**config.mk**
```make
export PLATFORM = sky130hd
export DESIGN_NAME = btb_mem
export DESIGN_NICKNAME = d
export VERILOG_FILES = /design/src/rtl/btb_mem.sv
export SDC_FILE = /design/constraint.sdc
export NUM_CORES = 1
export LEC_CHECK = 0
export BUFFER_PORTS_ARGS = -buffer_cell sky130_fd_sc_hd__buf_2
export CAP_MARGIN = 10
export CORE_ASPECT_RATIO = 1.2
export CORE_MARGIN = 2
export CORE_UTILIZATION = 35
export CTS_BUF_LIST = sky130_fd_sc_hd__clkbuf_8
export CTS_CLUSTER_SIZE = 8
export DETAILED_ROUTE_END_ITERATION = 7
export HOLD_SLACK_MARGIN = 0.1
export SKIP_LAST_GASP = 1
export SLEW_MARGIN = 20
export SYNTH_ARGS = -nofsm -noshare
export SYNTH_HDL_FRONTEND = slang
export SYNTH_SLANG_ARGS = --single-unit
export TNS_END_PERCENT = 20
```
**constraint.sdc**
```tcl
create_clock -name DSPCLK -period 6.2 [get_ports DSPCLK]
set_input_delay 0.31 -clock DSPCLK [delete_from_list [all_inputs] [get_ports DSPCLK]]
set_output_delay 0.31 -clock DSPCLK [all_outputs]
set_load 0.01 [all_outputs]
```
**src/rtl/btb_mem.sv**
```systemverilog
// btb_mem: 32-entry branch target buffer with optional return table (BTB_RTB_EN) and sweep flush
module btb_mem (
  input  logic        DSPCLK,
  input  logic        T_RST,
  input  logic        TB_EN,
  input  logic [4:0]  BTB_ra,
  input  logic [4:0]  BTB_wa,
  input  logic [25:0] BTB_wd,
  input  logic        BTB_web,
  input  logic        RTB_web,
  input  logic        BTB_inv,
  output logic [25:0] BTB_rd,
  output logic [11:0] RTB_rd,
  output logic        BTB_busy
);
  typedef enum logic {IDLE, CLEAR} state_t;
  state_t state, state_nx;
  logic [4:0] cnt, cnt_nx;
  logic [25:0] btb [32];
  logic [25:0] btb_q;
  logic wr_ok;
  assign wr_ok = !T_RST && state == IDLE && TB_EN;
  assign BTB_busy = state == CLEAR;
  assign BTB_rd = BTB_busy ? '0 : btb_q;
  always_comb begin
    state_nx = state;
    cnt_nx = cnt;
    if (BTB_inv) begin
      state_nx = CLEAR;
      cnt_nx = '0;
    end else if (state == CLEAR) begin
      state_nx = cnt == 5'd31 ? IDLE : CLEAR;
      cnt_nx = cnt + 5'd1;
    end
  end
  always_ff @(posedge DSPCLK) begin
    if (T_RST) begin
      state <= CLEAR;
      cnt <= '0;
    end else begin
      state <= state_nx;
      cnt <= cnt_nx;
    end
  end
  // arrays have no reset; only the sweep clears them
  always_ff @(posedge DSPCLK) begin
    if (!T_RST && state == CLEAR) btb[cnt] <= '0;
    else if (wr_ok && !BTB_web) btb[BTB_wa] <= BTB_wd;
  end
  always_ff @(posedge DSPCLK) begin
    if (T_RST || state == CLEAR) btb_q <= '0;
    else if (TB_EN) btb_q <= btb[BTB_ra];
  end
`ifdef BTB_RTB_EN
  logic [11:0] rtb [32];
  logic [11:0] rtb_q;
  assign RTB_rd = BTB_busy ? '0 : rtb_q;
  always_ff @(posedge DSPCLK) begin
    if (!T_RST && state == CLEAR) rtb[cnt] <= '0;
    else if (wr_ok && !RTB_web) rtb[BTB_wa] <= {BTB_wd[25:16], BTB_wd[1:0]};
  end
  always_ff @(posedge DSPCLK) begin
    if (T_RST || state == CLEAR) rtb_q <= '0;
    else if (TB_EN) rtb_q <= rtb[BTB_ra];
  end
`else
  logic rtb_web_unused;
  assign rtb_web_unused = RTB_web;
  assign RTB_rd = '0;
`endif
endmodule

```
=== Word level (Yosys, flattened, before mapping) ===
Memory sizes are Yosys's and may differ from the RTL's. A register that Yosys moved wholly into a read port is not among the register bits.
Index checks and enable logic that the tools add are counted.

* Add/sub/neg operators: 1
* Equal/unequal tests: 1
* Multiplexer cells: 11
* Bitwise operators: 1
* Reductions and logical operators: 9

{| class="wikitable"
|+ Operator list
! cell !! number
|-
| two-way mux 26 bit || 2
|-
| OR reduction 26 bit || 1
|-
| two-way mux 1 bit || 8
|-
| adder 5 x 1 -> 5 bit, second input constant || 1
|-
| == test 5 bit, second input constant || 1
|-
| two-way mux 5 bit || 1
|-
| logical AND 1 bit || 4
|-
| logical NOT 1 bit || 2
|-
| OR reduction 2 bit || 1
|-
| logical OR 1 bit || 1
|-
| inverter 1 bit || 1
|}

* Bits in registers: 6
* RAM bits: 832
* Bits of input ports: 42
* Output and inout port bits: 39
* Word-level logic and storage cells: 26
* Memories kept: 1

{| class="wikitable"
|+ Memory list
! name !! depth !! bits a word !! rd ports !! clocked after Yosys merged registers in !! write ports !! line !! source
|-
| btb || 32 || 26 || 1 || 1 || 1 || 19 || <nowiki>logic [25:0] btb [32];</nowiki>
|}

=== Longest topological paths before layout ===
* Depth after elaboration: 9
* Mapped depth: 8

=== Worst setup path before layout ===
Ideal clock, no wire load.

* Path kind: flip-flop to flip-flop
* From: register state (netlist: BTB_busy)
* To: memory btb[20][0] (enable)
* Setup time: 0.409 ns
* Arrival time: 2.896 ns
* Data required time: 5.791 ns
* Setup slack: 2.895 ns
* Stages on the path, launching flop included: 6
* Buffers on the path: 1
* Clock period less this slack: 3.305 ns
* Cells stage by stage: dfxtp_1 clkbuf_1 nor4b_4 mux2_2 or3_1 nor2_1

* Longest elaborated chain between the ends: 9

{| class="wikitable"
|+ RTL lines
! what !! line !! source
|-
| from (decl) || 17 || <nowiki>state_t state, state_nx;</nowiki>
|-
| from (signal assigned) || 41 || <nowiki>state <= state_nx;</nowiki>
|-
| inverter 1 bit || 22 || <nowiki>assign wr_ok = !T_RST && state == IDLE && TB_EN;</nowiki>
|-
| logical AND 1 bit (2 in series) || 22 ||
|-
| logical AND 1 bit || 48 || <nowiki>else if (wr_ok && !BTB_web) btb[BTB_wa] <= BTB_wd;</nowiki>
|-
| two-way mux 1 bit || 48 ||
|-
| two-way mux 1 bit || 47 || <nowiki>if (!T_RST && state == CLEAR) btb[cnt] <= '0;</nowiki>
|-
| two-way mux 1 bit (not written as such) || 48 ||
|-
| OR reduction 26 bit (no source line) || -- ||
|-
| two-way mux 5 bit (no source line) / two-way mux 1 bit (equally long branches) || -- ||
|-
| to (decl) || 19 ||
|}

Several ways; a longest one is shown, not always the timed one.

=== Worst setup path in the final report ===
* From: register state (netlist: BTB_busy)
* To: memory btb[1][3] (enable)

The elaborated chain is that of the path after synthesis.

==> flow_summary_export.csv <==
group,metric,value,unit
drt,routedWlPerCell,24.6,µm
drt,first_iter_violations,1358,
yosys,synth-main-ff-cell,"edfxtp_1",
worst_hold_path,hp-class,"primary input to register",
timing,drv_slew,0,
timing,finalSetupViolCount,0,
placement,numPortBuffers,67,
grt,antenna_found_initial,12,
finish,fin_area,38000,µm²
floorplanning,die_width,288,µm
clock_network,clock_sinks,864,
grt,grt_overflow,0,
yosys,synth-seq-cells,864,
drt,wirelength,84000,µm
floorplanning,row_count,125,
finish,drive_gt1_share,14.2,%
timing,fmax,274,MHz
placement,gp_congestion,0.833,
timing,slew_headroom,31.5,%
setup_path,r2r_slack,2.56,ns
floorplanning,start_util,35.1,%
placement,dpl_worst_slack,2.22,ns
clock_network,htree_levels,4,
yosys,synthArstFlopShare,0,%
clock_network,clk_pin_slew,0.06,ns
placement,placed_cell_area,35800,µm²
floorplanning,die_y,345,µm
yosys,avgSynthCellArea,17.4,µm²
power,max-vdd-ir-drop,0.201,mV
yosys,synth_area,33900,µm²
setup_path,worstPathArrival,4.03,ns
clock_network,clk_latency,0.79,ns
yosys,yosysSeqAreaShare,75.7,%
timing,skew,0.0271,ns
grt,grt_max_degree,105,
setup_path,crit_path_end_kind,"register",
finish,final_core_util,39.5,%
timing,layout_min_cycle_time,3.64,ns
setup_path,crit_fanout,38,
setup_path,cp.required,6.58,ns
power,power.leakage,11.7,nW
drt,drc,0,
timing,fin_crit_sh,58.8,%
grt,track_usage,16.9,%
drt,vias_per_cell,5.21,
yosys,synth-edff-count,832,
drt,dr.pass1.iters,5,
floorplanning,pin_count,81,
setup_path,path_class,"register to register",
yosys,ys_warn_count,0,
status,outcome,"finished clean",
grt,grt_pass1_vias,17700,
yosys,ys_types,31,
setup_path,startpoint_type,"register",
drt,vias,17800,
timing,worstMarginPinSlew,1.02,ns
clock_network,cts_tree,"built",
flow_run,drv_cap,0,
timing,rsz0062_at_grt,"false",
clock_network,root_buffer,"clkbuf_8",
timing,fin_setup_tns,0,ns
grt,grt_pass1_wl,120000,µm
yosys,synthCells,1942,
clock_network,clk_path_buf_depth,3,
finish,nets,2110,
placement,place_hpwl,47600,µm
finish,area_delta_synth_final,12.4,%
drt,ant_nets,0,
power,power-per-cell-area,284,nW/µm²
clock_network,cts.repair.resized,0,
floorplanning,dieArea,99300,µm²
timing,final-hold-violation-count,0,
finish,nFillCells,8727,
timing,setup_ws,2.56,ns
clock_network,cts_buffers,135,
floorplanning,core,96300,µm²
-- placed cells by master, fill, tap and decap left out, types with 27 or more instances in the layout --
cell	count
clkbuf_8	139
dfxtp_1	31
buf_2	66
edfxtp_1	832
inv_1	51
mux2i_1	422
buf_4	31
a22oi_1	209
a21oi_1	132
nor2b_1	27
nor2_4	34
-- metrics by stage --
step	hold slack (ns)	std cells	total power [W]
after CTS	0.124	3414	0.0109
after global routing	0.179	3415	0.0112
after floorplan	0.482	1953	0.00669
after global placement	0.512	3196	0.00678
after detailed placement	0.505	3196	0.00679
final	0.201	3416	0.0108
-- routing by layer --
layer	up-vias	routed length [µm]	track usage (%)	share of wire (%)
met1	9075	34600	21.1	41
met3	143	5620	4.51	6.7
met5	-	57	0	0.068
met2	619	40800	28.0	49
li1	7959	-	-	-
met4	10	2940	6.63	3.5
-- report_power, final --
part | switching, W | total, W | internal [W]
sequential | 0.00000498 | 0.00633 | 0.00632
combinational | 0.000228 | 0.000340 | 0.000112
clock | 0.00210 | 0.00415 | 0.00206
total | 0.00233 | 0.0108 | 0.00849
-- registers in the layout, summed over array words and instances (netlist names) --
name,cells
BTB_busy,1
btb,832
btb_q,26
cnt,5
-- Yosys cell counts, types with 18 or more instances --
| cell type | number | area (µm²) |
|---|---|---|
| o21ai_0 | 26 | 130 |
| a21oi_1 | 132 | 661 |
| edfxtp_1 | 832 | 25000 |
| clkbuf_1 | 55 | 206 |
| dfxtp_1 | 32 | 641 |
| buf_2 | 18 | 90.1 |
| or4_1 | 26 | 195 |
| buf_4 | 33 | 248 |
| nor2_1 | 41 | 154 |
| a22oi_1 | 209 | 1570 |
| nor2b_1 | 29 | 181 |
| mux2i_1 | 422 | 4220 |
| and2_1 | 27 | 169 |
-- worst paths after layout --
kind,from,endpoint,depth (start not counted)
max,BTB_busy,btb[1][3],5
min,BTB_wd[25],btb[18][25],3
max reg2reg,BTB_busy,btb[1][3],5
min reg2reg,btb_q[3],btb_q[3],2
-- cells by family after synthesis --
group / share of synthesized area, %
AOI/OAI and AO/OA: 6.99
xor gates and xnor gates: 0.0517
adders and majority gates: 0.0739
buffers and inverters: 2.16
DFF: 75.7
muxes: 12.5
other: 0.0111
and+or+nand+nor: 2.50
-- area by class of cell --
class / instances / area, µm² / area share (%)
Clock buffer: 139 / 1910 / 5.03
Timing Repair Buffer: 108 / 748 / 1.97
Clock inverter: 76 / 337 / 0.885
Sequential cell: 864 / 25600 / 67.4
Multi-Input combinational cell: 956 / 7830 / 20.6
Antenna cell: 2 / 5.00 / 0.0132
Inverter: 1 / 3.75 / 0.00987
Tap cell: 1270 / 1590 / 4.18
-- worst max-delay path: stages (launching register included) --
cell and delay [ns]:
dfxtp_2 0.61, nor4b_4 0.38, buf_4 0.37, mux2i_1 0.52, nand3_1 0.45, nor2_4 0.86
-- repair_timing --
action,CTS,global route
buffers inserted,0,0
hold endpoints to repair,20,0
hold buffers,3,0
Note: power is estimated with default switching activity, not from simulation.
